`src/rtl/nibble_serial_adder.sv`:
```
// Bit-serial-by-nibble adder: one 4-bit add slice reused over NIBBLES cycles, LSB nibble first.
// Optional macro NIBBLE_SERIAL_SUB_EN adds a 'sub' input that turns the operation into a - b.
module nibble_serial_adder #(
  parameter int NIBBLES = 4
) (
  input  logic                   clk,
  input  logic                   rst,
  input  logic                   start,
  input  logic [4*NIBBLES-1:0]   a,
  input  logic [4*NIBBLES-1:0]   b,
`ifdef NIBBLE_SERIAL_SUB_EN
  input  logic                   sub,
`endif
  output logic                   busy,
  output logic                   done,
  output logic [4*NIBBLES-1:0]   sum,
  output logic                   cout,
  output logic [1:0]             dbg_state
);

  localparam int W  = 4 * NIBBLES;
  localparam int IW = $clog2(NIBBLES);

  // Handshake: start is accepted only when the FSM is IDLE or DONE (never while busy);
  // done is a one-cycle pulse in the cycle after the last nibble, with sum/cout valid from then on.
  typedef enum logic [1:0] {
    S_IDLE = 2'd0,
    S_RUN  = 2'd1,
    S_DONE = 2'd2
  } state_t;

  state_t          r_state;
  state_t          w_next_state;
  logic [W-1:0]    r_a;
  logic [W-1:0]    r_b;
  logic [W-1:0]    r_psum;
  logic            r_carry;
  logic [IW-1:0]   r_idx;
  logic [W-1:0]    r_sum;
  logic            r_cout;

  logic            w_accept;
  logic            w_last;
  logic            w_init_carry;
  logic [3:0]      w_a_nib;
  logic [3:0]      w_b_nib;
  logic [4:0]      w_s4;
  logic [W-1:0]    w_psum_next;
  logic [IW+1:0]   w_bit_idx;

`ifdef NIBBLE_SERIAL_SUB_EN
  logic            r_sub;
  // Subtraction as a + ~b + 1: invert B per nibble and seed the carry with 1.
  assign w_init_carry = sub;
  assign w_b_nib      = r_sub ? ~r_b[w_bit_idx +: 4] : r_b[w_bit_idx +: 4];
`else
  assign w_init_carry = 1'b0;
  assign w_b_nib      = r_b[w_bit_idx +: 4];
`endif

  assign w_bit_idx = {r_idx, 2'b00};
  assign w_a_nib   = r_a[w_bit_idx +: 4];
  assign w_s4      = {1'b0, w_a_nib} + {1'b0, w_b_nib} + {4'b0000, r_carry};
  assign w_last    = (r_idx == IW'(NIBBLES - 1));
  assign w_accept  = start && ((r_state == S_IDLE) || (r_state == S_DONE));

  always_comb begin
    w_psum_next = r_psum;
    w_psum_next[w_bit_idx +: 4] = w_s4[3:0];
  end

  always_comb begin
    w_next_state = r_state;
    case (r_state)
      S_IDLE:  if (start) w_next_state = S_RUN;
      S_RUN:   if (w_last) w_next_state = S_DONE;
      S_DONE:  w_next_state = start ? S_RUN : S_IDLE;
      default: w_next_state = S_IDLE;
    endcase
  end

  always_ff @(posedge clk) begin
    if (rst) begin
      r_state <= S_IDLE;
      r_a     <= '0;
      r_b     <= '0;
      r_psum  <= '0;
      r_carry <= 1'b0;
      r_idx   <= '0;
      r_sum   <= '0;
      r_cout  <= 1'b0;
`ifdef NIBBLE_SERIAL_SUB_EN
      r_sub   <= 1'b0;
`endif
    end else begin
      r_state <= w_next_state;
      if (w_accept) begin
        r_a     <= a;
        r_b     <= b;
        r_psum  <= '0;
        r_carry <= w_init_carry;
        r_idx   <= '0;
`ifdef NIBBLE_SERIAL_SUB_EN
        r_sub   <= sub;
`endif
      end else if (r_state == S_RUN) begin
        r_psum  <= w_psum_next;
        r_carry <= w_s4[4];
        // Hold idx on the last nibble so it never wraps inside an operation.
        if (!w_last) r_idx <= r_idx + 1'b1;
        if (w_last) begin
          r_sum  <= w_psum_next;
          r_cout <= w_s4[4];
        end
      end
    end
  end

  assign busy      = (r_state == S_RUN);
  assign done      = (r_state == S_DONE);
  assign sum       = r_sum;
  assign cout      = r_cout;
  assign dbg_state = r_state;

endmodule

```
`config.mk`:
```
export PLATFORM = sky130hd
export DESIGN_NAME = nibble_serial_adder
export DESIGN_NICKNAME = d
export VERILOG_FILES = /design/src/rtl/nibble_serial_adder.sv
export SDC_FILE = /design/constraint.sdc
export NUM_CORES = 1
export LEC_CHECK = 0
export CAP_MARGIN = 40
export CORE_ASPECT_RATIO = 1.4
export CORE_MARGIN = 2
export CORE_UTILIZATION = 40
export CTS_CLUSTER_SIZE = 25
export DETAILED_ROUTE_END_ITERATION = 7
export GPL_ROUTABILITY_DRIVEN = 0
export MAX_ROUTING_LAYER = met4
export PLACE_DENSITY = 0.71
export SETUP_SLACK_MARGIN = 0.02
export SKIP_CTS_REPAIR_TIMING = 1
export SYNTH_ARGS = -nofsm -noshare
export SYNTH_HDL_FRONTEND = slang
export SYNTH_SLANG_ARGS = --single-unit
```
`constraint.sdc`:
```
create_clock -name clk -period 2.7 [get_ports clk]
set_input_delay 0.81 -clock clk [delete_from_list [all_inputs] [get_ports clk]]
set_output_delay 0.81 -clock clk [all_outputs]
set_load 0.05 [all_outputs]
```
After elaboration in Yosys (flattened, before gate mapping)

Cells that the tools add are included.

Input bits: 35
Flip-flop bits (word level): 70
Output and inout port bits: 21

Muxes and demuxes: 5
Add/subtract/negate cells: 4
Bitwise gates (word level): 2
Equality and inequality tests: 5
Shift operators: 4
Reductions and logical operators: 7

Operator list:

| cell                   | number |
|---|---|
| $shiftx 16x5->4        | 2 |
| $bwmux 16              | 1 |
| $shift 4x6->16 const A | 1 |
| $shiftx 4x6->16        | 1 |
| $neg 4->6              | 1 |
| $pmux 2 s3             | 1 |
| $add 4x4->5            | 1 |
| $add 5x1->5            | 1 |
| $eq 2x2->1 const B     | 2 |
| $mux 2                 | 2 |
| $reduce_and 2->1       | 2 |
| $reduce_and 3->1       | 1 |
| $add 2x1->2 const B    | 1 |
| $eq 2x1->1 const B     | 1 |
| $logic_not 2->1        | 1 |
| $ne 2x1->1 const B     | 1 |
| $ne 2x2->1 const B     | 1 |
| $not 1->1              | 2 |
| $reduce_or 2->1        | 1 |
| $logic_and 1x1->1      | 1 |
| $logic_or 1x1->1       | 1 |
| $mux 1                 | 1 |

Logic depth before layout (Yosys ltp)

Gate-level depths: netlist of run 1.

Depth in word-level cells: 5
Depth in mapped cells: 8

Worst setup path before layout of run 1

OpenSTA, ideal clock, no wires.

Kind: register -> register
From: register r_idx[0]
To: register r_psum[5]
Buffers on the path: 1
Path slack: -0.226 ns
Cell stages (with the launch flop): 9
Setup time: 0.086 ns
Period minus slack after synthesis: 2.926 ns
Data arrival time: 2.841 ns
Path through: dfxtp_1 -> buf_2 -> mux4_2 -> fa_1 -> fa_1 -> nor2b_1 -> and4_1 -> a21oi_1 -> a211oi_1

Word-level cells in the longest chain between the ends: 5
Elaborated cells between the ends (all ways): 8
Those cells by class: 3 x add/sub; 4 x shift; 1 x mux

RTL lines:

| item                               | RTL line | text |
|---|---|---|
| start: declaration                 | 38       | `logic [IW-1:0] r_idx;` |
| start signal: assignment           | 110      | `if (!w_last) r_idx <= r_idx + 1'b1;` |
| $shiftx 16x5->4 (on tied branches) | 62, 58   |  |
| $add 4x4->5                        | 63       | `assign w_s4 = {1'b0, w_a_nib} + {1'b0, w_b_nib} + {4'b0000, r_carry};` |
| $add 5x1->5                        | 63       |  |
| $shiftx 4x6->16                    | 69       | `w_psum_next[w_bit_idx +: 4] = w_s4[3:0];` |
| $bwmux 16 *                        | 69       |  |
| end signal: assignment             | 107      | `r_psum <= w_psum_next;` |
| end: declaration                   | 36       | `logic [W-1:0] r_psum;` |

Every way passes the cells marked *; elsewhere a longest branch is shown, timed or not.
A chain may end at the register's enable or synchronous reset.

Worst setup path in the final report of run 1

Same ends and word-level chain as after synthesis.

==> run_results.csv, run 1 <==
group,metric,value,unit
critical_path,reg2reg_slack,0.11,ns
yosys,synth-seq-cells,70,
sta,setup-violations-final,0,
sta,slew_violations,0,
cells_and_area,fillers,701,
place,postPlaceCellArea,3750,sq um
global_routing,grt_overflow,0,
yosys,yosysTopAreaCell,"dfxtp_1",
die,die_area,8410,sq um
min_path,hold_path.class,"reg -> reg",
critical_path,worstSetupEndpointType,"flop",
die,die_w,78.1,um
cells_and_area,post-route-cell-area,4000,sq um
yosys,syn_nets,401,
sta,period_share,95.8,%
critical_path,crit_path_end,"r_psum[5]",
yosys,synth.area.top_cells,"dfxtp_1 (46%), nand2_1 (9.2%), a21oi_1 (7.5%)",
cells_and_area,nets,455,
critical_path,slowest_delay,0.52,ns
run_status,run_status,"completed",
drt,wirelength,7030,um
power_and_ir_drop,total_power,2.37,mW
cells_and_area,multi_input_area,1570,sq um
die,dieHeight,108,um
place,dp_hpwl,5160,um
sta,fin_worst_skew,0.0114,ns
critical_path,path_cells,"mux4_2 -> fa_1 -> fa_1 -> nor2b_2 -> and4_1 -> a21oi_1 -> a211oi_1",
global_routing,grt_usage,18.8,%
yosys,synth_top_cell_area_share,45.6,%
global_routing,grt_pass1_vias,2603,
critical_path,worstPathMaxFanout,4,
clock_tree,path_clk_slew,0.07,ns
yosys,synth_most_common_cell,"nand2_1",
clock_tree,clkSinkCount,70,
yosys,synthArstFlopShare,0,%
drt,drc,0,
drt,viasPerCell,5.22,
cells_and_area,antennaDiodeCount,0,
critical_path,reg2reg_to,"r_psum[5]",
critical_path,regToRegStartpoint,"r_idx[0]",
sta,slew_headroom,66.7,%
power_and_ir_drop,leakage,1.45,nW
clock_tree,clockBufferDepth,2,
yosys,synth_flop_cell,"dfxtp_1",
drt,postRouteAntennaNets,0,
clock_tree,root_buffer,"clkbuf_8",
die,initial_core_util,41.5,%
clock_tree,cts_tree,"built",
die,core-area,7410,sq um
clock_tree,clock_latency,0.36,ns
sta,whs,0.455,ns
clock_tree,cts_max_level,3,
yosys,synth_cells,355,
yosys,synth_common_cells,"nand2_1 (75), dfxtp_1 (70), a21oi_1 (46)",
critical_path,critPathLaunch,"r_idx[0]",
yosys,ys_seq_area_share,45.6,%
sta,tightest_slew,0.495,ns
drt,dr.pass1.iters,4,
place,port_buffers,55,
critical_path,slowest_stage,"mux4_2",
sta,fmax,387,MHz
critical_path,cp-start-kind,"flop",
die,rows,37,
cells_and_area,seqCellArea,1410,sq um
clock_tree,cts_buffers,9,
yosys,synth_edf_count,0,
critical_path,crit_type,"reg -> reg",
sta,rsz0062_at_grt,"yes",
yosys,synth.distinct_cells,36,
yosys,synth.avg_cell_area,8.66,sq um
global_routing,grt_max_degree,35,
power_and_ir_drop,power.density,593,nW/um^2
global_routing,antenna_found_initial,0,
critical_path,cp.required,2.97,ns
yosys,yosysWarnings,0,
cells_and_area,syn2layout_area_growth,30.1,%
drt,wl_per_cell,13.8,um
sta,final-hold-violation-count,0,
critical_path,crit_path_frequent_cell,"fa_1",
min_path,min_from,"r_a[9]",
yosys,synth_area,3070,sq um
drt,initialDrtViolationCount,178,
die,io_pins,56,
cells_and_area,drive_gt1_share,11.1,%
drt,num_vias,2668,
power_and_ir_drop,max-vdd-ir-drop,0.351,mV
sta,final.min_clock_period,2.59,ns
critical_path,rr_worst_depth,7,
global_routing,grt_pass1_wl,12100,um
run,maxCapViolations,0,
critical_path,arrival,2.86,ns
sta,setup-tns-final,0,ns
[final cells by class]
type	count	area share, %
clock inverters	6	2.31
flip-flops and latches	70	35.1
multi-input cells	254	39.3
inverters	7	0.657
clock buffers	10	3.44
well taps	97	3.03
repair buffers	67	16.1
[where the power goes]
part | switching (mW) | internal (mW) | leakage, nW
Clock | 0.418 | 0.551 | 0.110
Sequential | 0.0223 | 1.07 | 0.571
Combinational | 0.170 | 0.140 | 0.769
Total | 0.611 | 1.76 | 1.45
[per-layer routing]
layer | global-route usage, % | vias to the layer above | share of wire, %
li1 | - | 1343 | -
met1 | 21.8 | 1239 | 43
met2 | 31.5 | 73 | 51
met3 | 5.12 | 13 | 4.6
met4 | 6.14 | 0 | 1.5
met5 | - | - | 0
[worst min path at each step]
| stage | cells after the start | slack (ns) | to |
|---|---|---|---|
| floorplan | 2 | 0.43 | r_psum[7] |
| global placement | 2 | 0.44 | r_psum[11] |
| detailed placement | 2 | 0.45 | r_a[9] |
| CTS | 2 | 0.46 | r_a[9] |
| global route | 2 | 0.48 | r_a[11] |
| finish | 2 | 0.45 | r_a[9] |
[registers in the layout (all words and copies together) (netlist names)]
register / flops
r_carry: 1
r_idx: 2
cout: 1
r_a: 16
r_psum: 16
r_b: 16
sum: 16
dbg_state: 2
[cell families after synthesis]
kind of cell | Yosys count | share of synthesized area (%)
fa+ha+maj | 11 | 4.97
buf+inv | 31 | 3.91
simple gates | 151 | 22.8
compound gates | 82 | 16.3
flops | 70 | 45.6
xor+xnor | 2 | 0.570
mux | 8 | 5.86
[stage by stage]
stage	util, %	cells	worst slack (ns)
4_1_cts	53.8	511	0.0525
3_5_place_dp	50.7	495	0.0415
5_1_grt	54.0	511	0.00538
3_3_place_gp	50.7	495	0.105
6_report	54.0	511	0.113
2_1_floorplan	-	355	0.0205
[layout by cell type, fill, tap and decap left out, types with 2 or more instances in the layout]
| cell type | synthesis | layout |
|---|---|---|
| nand2_1 | 75 | 75 |
| dfxtp_1 | 70 | 69 |
| clkdlybuf4s50_1 | 0 | 53 |
| a21oi_1 | 46 | 46 |
| nor2_1 | 36 | 36 |
| a211oi_1 | 18 | 18 |
| buf_4 | 0 | 12 |
| clkbuf_8 | 0 | 10 |
| ha_1 | 9 | 9 |
| mux4_2 | 8 | 8 |
| nor3_1 | 7 | 7 |
| nand3b_1 | 7 | 7 |
| a22oi_1 | 6 | 6 |
| inv_1 | 5 | 5 |
| a221oi_1 | 6 | 5 |
| nor2b_1 | 6 | 4 |
| and2_1 | 4 | 4 |
| nand2b_1 | 3 | 3 |
| a31oi_1 | 3 | 3 |
| inv_2 | 2 | 2 |
| nor2b_2 | 0 | 2 |
| and3_1 | 2 | 2 |
| and4_1 | 2 | 2 |
| fa_1 | 2 | 2 |
| inv_6 | 0 | 2 |
| clkinvlp_4 | 0 | 2 |
| bufinv_16 | 0 | 2 |
[critical path, delay by kind of cell, from the launching register on]
| family | cells | cell delay [ns] |
|---|---|---|
| AOI/OAI and AO/OA | 2 | 0.27 |
| adders and majority gates | 2 | 0.95 |
| DFF | 1 | 0.37 |
| and+or+nand+nor | 2 | 0.39 |
| muxes | 1 | 0.52 |
Power figures use the tool's default switching activity.
==> run 2: changes to the inputs <==
--- a/config.mk
+++ b/config.mk
@@ -13,7 +13,7 @@
 export DETAILED_ROUTE_END_ITERATION = 7
 export GPL_ROUTABILITY_DRIVEN = 0
 export MAX_ROUTING_LAYER = met4
-export PLACE_DENSITY = 0.71
+export PLACE_DENSITY = 0.69
 export SETUP_SLACK_MARGIN = 0.02
 export SKIP_CTS_REPAIR_TIMING = 1
 export SYNTH_ARGS = -nofsm -noshare
==> constraint.sdc (replaced) <==
create_clock -name clk -period 3.3 [get_ports clk]
set_input_delay 0.99 -clock clk [delete_from_list [all_inputs] [get_ports clk]]
set_output_delay 0.99 -clock clk [all_outputs]
set_load 0.05 [all_outputs]
==> run_results.csv, run 2 (synthesis results as in run 1) <==
group,metric,value,unit
run_status,run_status,"completed",
clock_tree,root_buffer,"clkbuf_8",
sta,fin_worst_skew,0.00956,ns
power_and_ir_drop,max-vdd-ir-drop,0.273,mV
place,port_buffers,55,
cells_and_area,layout_common_cells,"nand2_1 (75), dfxtp_1 (70), clkdlybuf4s50_1 (54), a21oi_1 (46), nor2_1 (36)",
power_and_ir_drop,netSwitchingFraction,25.4,%
clock_tree,cts_max_level,3,
drt,route.met2.wl,3550,um
drt,postRouteAntennaNets,0,
sta,whs,0.454,ns
global_routing,grt_overflow,0,
place,dp_slack,0.498,ns
power_and_ir_drop,pwr-share-clk,40.6,%
drt,top_layer_used,"met4",
sta,final-hold-violation-count,0,
drt,initialDrtViolationCount,197,
drt,wl_per_cell,14.1,um
cells_and_area,fillers,731,
cells_and_area,post-route-cell-area,3930,sq um
power_and_ir_drop,p_switching,0.486,mW
power_and_ir_drop,comb_power_share,12.6,%
critical_path,slowest_stage,"clkdlybuf4s50_1",
critical_path,arrival,1.87,ns
cells_and_area,layout_commonest_cell,"nand2_1",
critical_path,worstSetupEndpointType,"primary output",
global_routing,antenna_found_initial,0,
cells_and_area,final_cells,506,
cells_and_area,antennaDiodeCount,0,
drt,met1Wirelength,3040,um
critical_path,cp.required,2.31,ns
die,die_w,78.1,um
clock_tree,clockBufferDepth,2,
drt,viasPerCell,5.30,
sta,tightest_slew,0.824,ns
drt,dr.pass1.iters,5,
cells_and_area,final_util,53.0,%
run,maxCapViolations,0,
power_and_ir_drop,power.density,488,nW/um^2
critical_path,cp-start-kind,"flop",
clock_tree,cts_tree,"built",
clock_tree,path_clk_slew,0.08,ns
sta,period_share,86.5,%
die,die_area,8410,sq um
cells_and_area,syn2layout_area_growth,27.7,%
sta,setup-tns-final,0,ns
place,dpl.cell_count,490,
cells_and_area,nets,450,
die,io_pins,56,
die,core-area,7410,sq um
global_routing,grt_pass1_wl,12100,um
sta,rsz0062_at_grt,"no",
die,rows,37,
drt,met3_length,361,um
die,dieHeight,108,um
drt,wirelength,7120,um
power_and_ir_drop,seqPwrFrac,46.8,%
global_routing,grt_usage,18.8,%
place,postPlaceCellArea,3700,sq um
power_and_ir_drop,p_int,1.43,mW
power_and_ir_drop,leakage,1.41,nW
power_and_ir_drop,total_power,1.92,mW
sta,slew_headroom,45.1,%
critical_path,crit_type,"reg -> out",
sta,slew_violations,0,
sta,timing.final.ws_setup,0.445,ns
cells_and_area,drive_gt1_share,8.56,%
sta,setup-violations-final,0,
clock_tree,cts_buffers,9,
place,dp_hpwl,5020,um
drt,num_vias,2680,
sta,final.min_clock_period,2.86,ns
critical_path,slowest_delay,0.79,ns
clock_tree,clock_latency,0.36,ns
critical_path,worstPathMaxFanout,5,
drt,drc,0,
global_routing,grt_pass1_vias,2547,
clock_tree,clkSinkCount,70,
critical_path,path_cells,"nand2b_1 -> inv_2 -> clkdlybuf4s50_1",
sta,fmax,350,MHz
die,initial_core_util,41.5,%
min_path,hold_path.class,"reg -> reg",
global_routing,grt_max_degree,52,
-- run 2: cell count changes in the layout (fill, tap and decap cells not counted), sizes merged --
cell and change:
buf -6, clkdlybuf4s50 +1, clkbuf +1, clkinv +1, inv -1, clkinvlp -1
-- run 2: path summary, 6_finish.rpt --
kind / from / to / slack [ns] / depth (start not counted)
setup reg to reg: r_idx[0] / r_psum[6] / 0.51 / 7
setup / recovery: dbg_state[0] / busy / 0.44 / 3
hold / removal: r_psum[11] / r_psum[11] / 0.45 / 2
hold reg to reg: r_psum[11] / r_psum[11] / 0.45 / 2
-- run 2: final cells by class --
type                    count  area [sq um]  share of cell area, %
multi-input cells         254          1560                   39.6
flip-flops and latches     70          1400                   35.7
repair buffers             62           598                   15.2
clock buffers              11           141                   3.60
well taps                  97           121                   3.09
clock inverters             5          81.3                   2.07
inverters                   7          26.3                  0.669
-- run 2: power groups by stage --
stage,registers [mW],logic [mW],clock network (mW)
6_report,0.896,0.242,0.778
5_1_grt,0.900,0.268,0.831
4_1_cts,0.896,0.243,0.785
3_5_place_dp,0.915,0.242,0
3_3_place_gp,0.914,0.238,0
2_1_floorplan,0.913,0.152,0
-- run 2: critical path, delay by kind of cell (launching register included) --
kind	cells	cell delay [ns]
flip-flops	1	0.44
buffers and inverters	2	0.88
AND/OR/NAND/NOR	1	0.18
-- run 2: per-layer routing --
layer  vias to the layer above  GRT usage [%]
met5                         -              -
met1                      1246           21.5
met2                        90           31.6
met3                        13           4.19
met4                         0           8.15
li1                       1331              -
==> run 3: changes to the inputs <==
--- a/config.mk
+++ b/config.mk
@@ -6,16 +6,17 @@
 export NUM_CORES = 1
 export LEC_CHECK = 0
 export CAP_MARGIN = 40
-export CORE_ASPECT_RATIO = 1.4
 export CORE_MARGIN = 2
 export CORE_UTILIZATION = 40
 export CTS_CLUSTER_SIZE = 25
 export DETAILED_ROUTE_END_ITERATION = 7
 export GPL_ROUTABILITY_DRIVEN = 0
+export GPL_TIMING_DRIVEN = 0
 export MAX_ROUTING_LAYER = met4
 export PLACE_DENSITY = 0.69
 export SETUP_SLACK_MARGIN = 0.02
 export SKIP_CTS_REPAIR_TIMING = 1
+export SLEW_MARGIN = 0
 export SYNTH_ARGS = -nofsm -noshare
 export SYNTH_HDL_FRONTEND = slang
 export SYNTH_SLANG_ARGS = --single-unit
==> run_results.csv, run 3 (synthesis results as in run 1) <==
group,metric,value,unit
min_path,hold_path.class,"reg -> reg",
die,rows,31,
cells_and_area,antennaDiodeCount,0,
global_routing,grt_overflow,0,
power_and_ir_drop,seqPwrFrac,47.1,%
place,dp_slack,-0.0704,ns
drt,initialDrtViolationCount,102,
clock_tree,root_buffer,"clkbuf_8",
critical_path,cp.required,3.56,ns
sta,final-hold-violation-count,0,
critical_path,rr_worst_depth,8,
power_and_ir_drop,comb_power_share,13.1,%
cells_and_area,syn2layout_area_growth,29.3,%
cells_and_area,layout_common_cells,"nand2_1 (75), dfxtp_1 (69), clkdlybuf4s50_1 (53), a21oi_1 (46), nor2_1 (36)",
critical_path,regToRegStartpoint,"r_idx[0]",
clock_tree,path_clk_slew,0.08,ns
sta,final.min_clock_period,3.10,ns
global_routing,grt_pass1_wl,12300,um
drt,dr.pass1.iters,4,
die,die_w,91.7,um
sta,setup-violations-final,0,
sta,slew_headroom,57.7,%
sta,fin_worst_skew,0.0110,ns
power_and_ir_drop,max-vdd-ir-drop,0.295,mV
die,io_pins,56,
cells_and_area,multi_input_area,1560,sq um
cells_and_area,final_cells,524,
critical_path,worstPathMaxFanout,10,
run,maxCapViolations,0,
drt,wl_per_cell,13.8,um
cells_and_area,final_util,54.2,%
power_and_ir_drop,leakage,1.42,nW
critical_path,cp-start-kind,"flop",
sta,period_share,94.0,%
sta,whs,0.453,ns
power_and_ir_drop,pwr-share-clk,39.8,%
sta,rsz0062_at_grt,"no",
drt,num_vias,2718,
global_routing,grt_max_degree,12,
critical_path,reg2reg_to,"r_psum[5]",
drt,viasPerCell,5.19,
sta,fmax,322,MHz
critical_path,reg2reg_slack,0.20,ns
drt,postRouteAntennaNets,0,
cells_and_area,drive_gt1_share,7.06,%
clock_tree,cts_buffers,9,
clock_tree,clkSinkCount,70,
global_routing,grt_usage,18.8,%
die,initial_core_util,41.9,%
place,port_buffers,54,
sta,timing.final.ws_setup,0.197,ns
cells_and_area,seqCellArea,1400,sq um
clock_tree,cts_max_level,3,
cells_and_area,layout_commonest_cell,"nand2_1",
min_path,hold_end,"r_b[1]",
die,core-area,7330,sq um
run_status,run_status,"completed",
die,dieHeight,91.7,um
sta,tightest_slew,0.635,ns
global_routing,antenna_found_initial,0,
sta,slew_violations,0,
min_path,min_from,"r_b[1]",
power_and_ir_drop,p_switching,0.472,mW
die,die_area,8400,sq um
power_and_ir_drop,power.density,479,nW/um^2
critical_path,worstSetupEndpointType,"flop",
cells_and_area,fillers,696,
clock_tree,clock_latency,0.34,ns
global_routing,grt_pass1_vias,2668,
place,dp_hpwl,5350,um
critical_path,arrival,3.36,ns
min_path,hold_path_depth,2,
drt,wirelength,7250,um
drt,drc,0,
clock_tree,clockBufferDepth,2,
power_and_ir_drop,p_int,1.43,mW
clock_tree,cts_tree,"built",
power_and_ir_drop,netSwitchingFraction,24.8,%
critical_path,crit_type,"reg -> reg",
cells_and_area,nets,466,
place,dpl.cell_count,508,
-- run 3: cell count changes in the layout (fill, tap and decap cells not counted), sizes merged --
cell	previous run	this run
clkdlybuf4s50	54	53
clkinv	1	0
inv	8	7
buf	8	3
dlymetal6s2s	0	1
clkbuf	11	34
-- run 3: how the worst max path moves through the flow --
stage,start,depth (start not counted),to,slack [ns]
3_3_place_gp,r_idx[0],8,sum[5],-0.04
5_1_grt,r_idx[0],8,sum[9],0.07
4_1_cts,r_idx[0],8,r_psum[10],-0.1
3_5_place_dp,r_idx[0],8,r_psum[5],-0.07
6_report,r_idx[0],8,r_psum[5],0.20
2_1_floorplan,r_idx[0],8,r_psum[5],0.37
-- run 3: stage by stage --
stage / total power [mW] / instance area [sq um] / TNS (ns)
after CTS: 1.91 / 3960 / -0.601
after global routing: 1.98 / 3970 / 0
after detailed placement: 1.16 / 3740 / -0.246
after floorplan: 1.07 / 3070 / 0
final: 1.90 / 3970 / 0
after global placement: 1.16 / 3740 / -0.133
-- run 3: final cells by class --
type | count | area share, %
clock buffer | 13 | 3.75
clock inverter | 3 | 1.70
sequential | 70 | 35.3
multi-input combinational | 254 | 39.3
tap | 99 | 3.12
inverter | 7 | 0.661
timing repair buffer | 54 | 13.7
buffer | 24 | 2.55
-- run 3: power by group through the flow --
stage	sequential, mW	combinational [mW]	clock, mW
global route	0.900	0.277	0.806
CTS	0.895	0.248	0.770
global placement	0.914	0.243	0
detailed placement	0.915	0.246	0
floorplan	0.913	0.152	0
finish	0.896	0.250	0.758
-- run 3: metal layers --
layer / global-route usage [%] / share of wire (%) / up-vias
met2: 30.2 / 47 / 96
li1: - / - / 1358
met4: 8.21 / 2.0 / 0
met1: 23.5 / 45 / 1247
met3: 3.12 / 6.0 / 17
met5: - / 0 / -
-- run 3: worst max-delay path, cell delays in order (launching register included) --
cell and delay [ns]:
dfxtp_2 0.43, buf_6 0.21, mux4_2 0.55, fa_1 0.45, fa_1 0.58, nor2b_1 0.26, and4_1 0.23, a21oi_1 0.06
a211oi_1 0.23
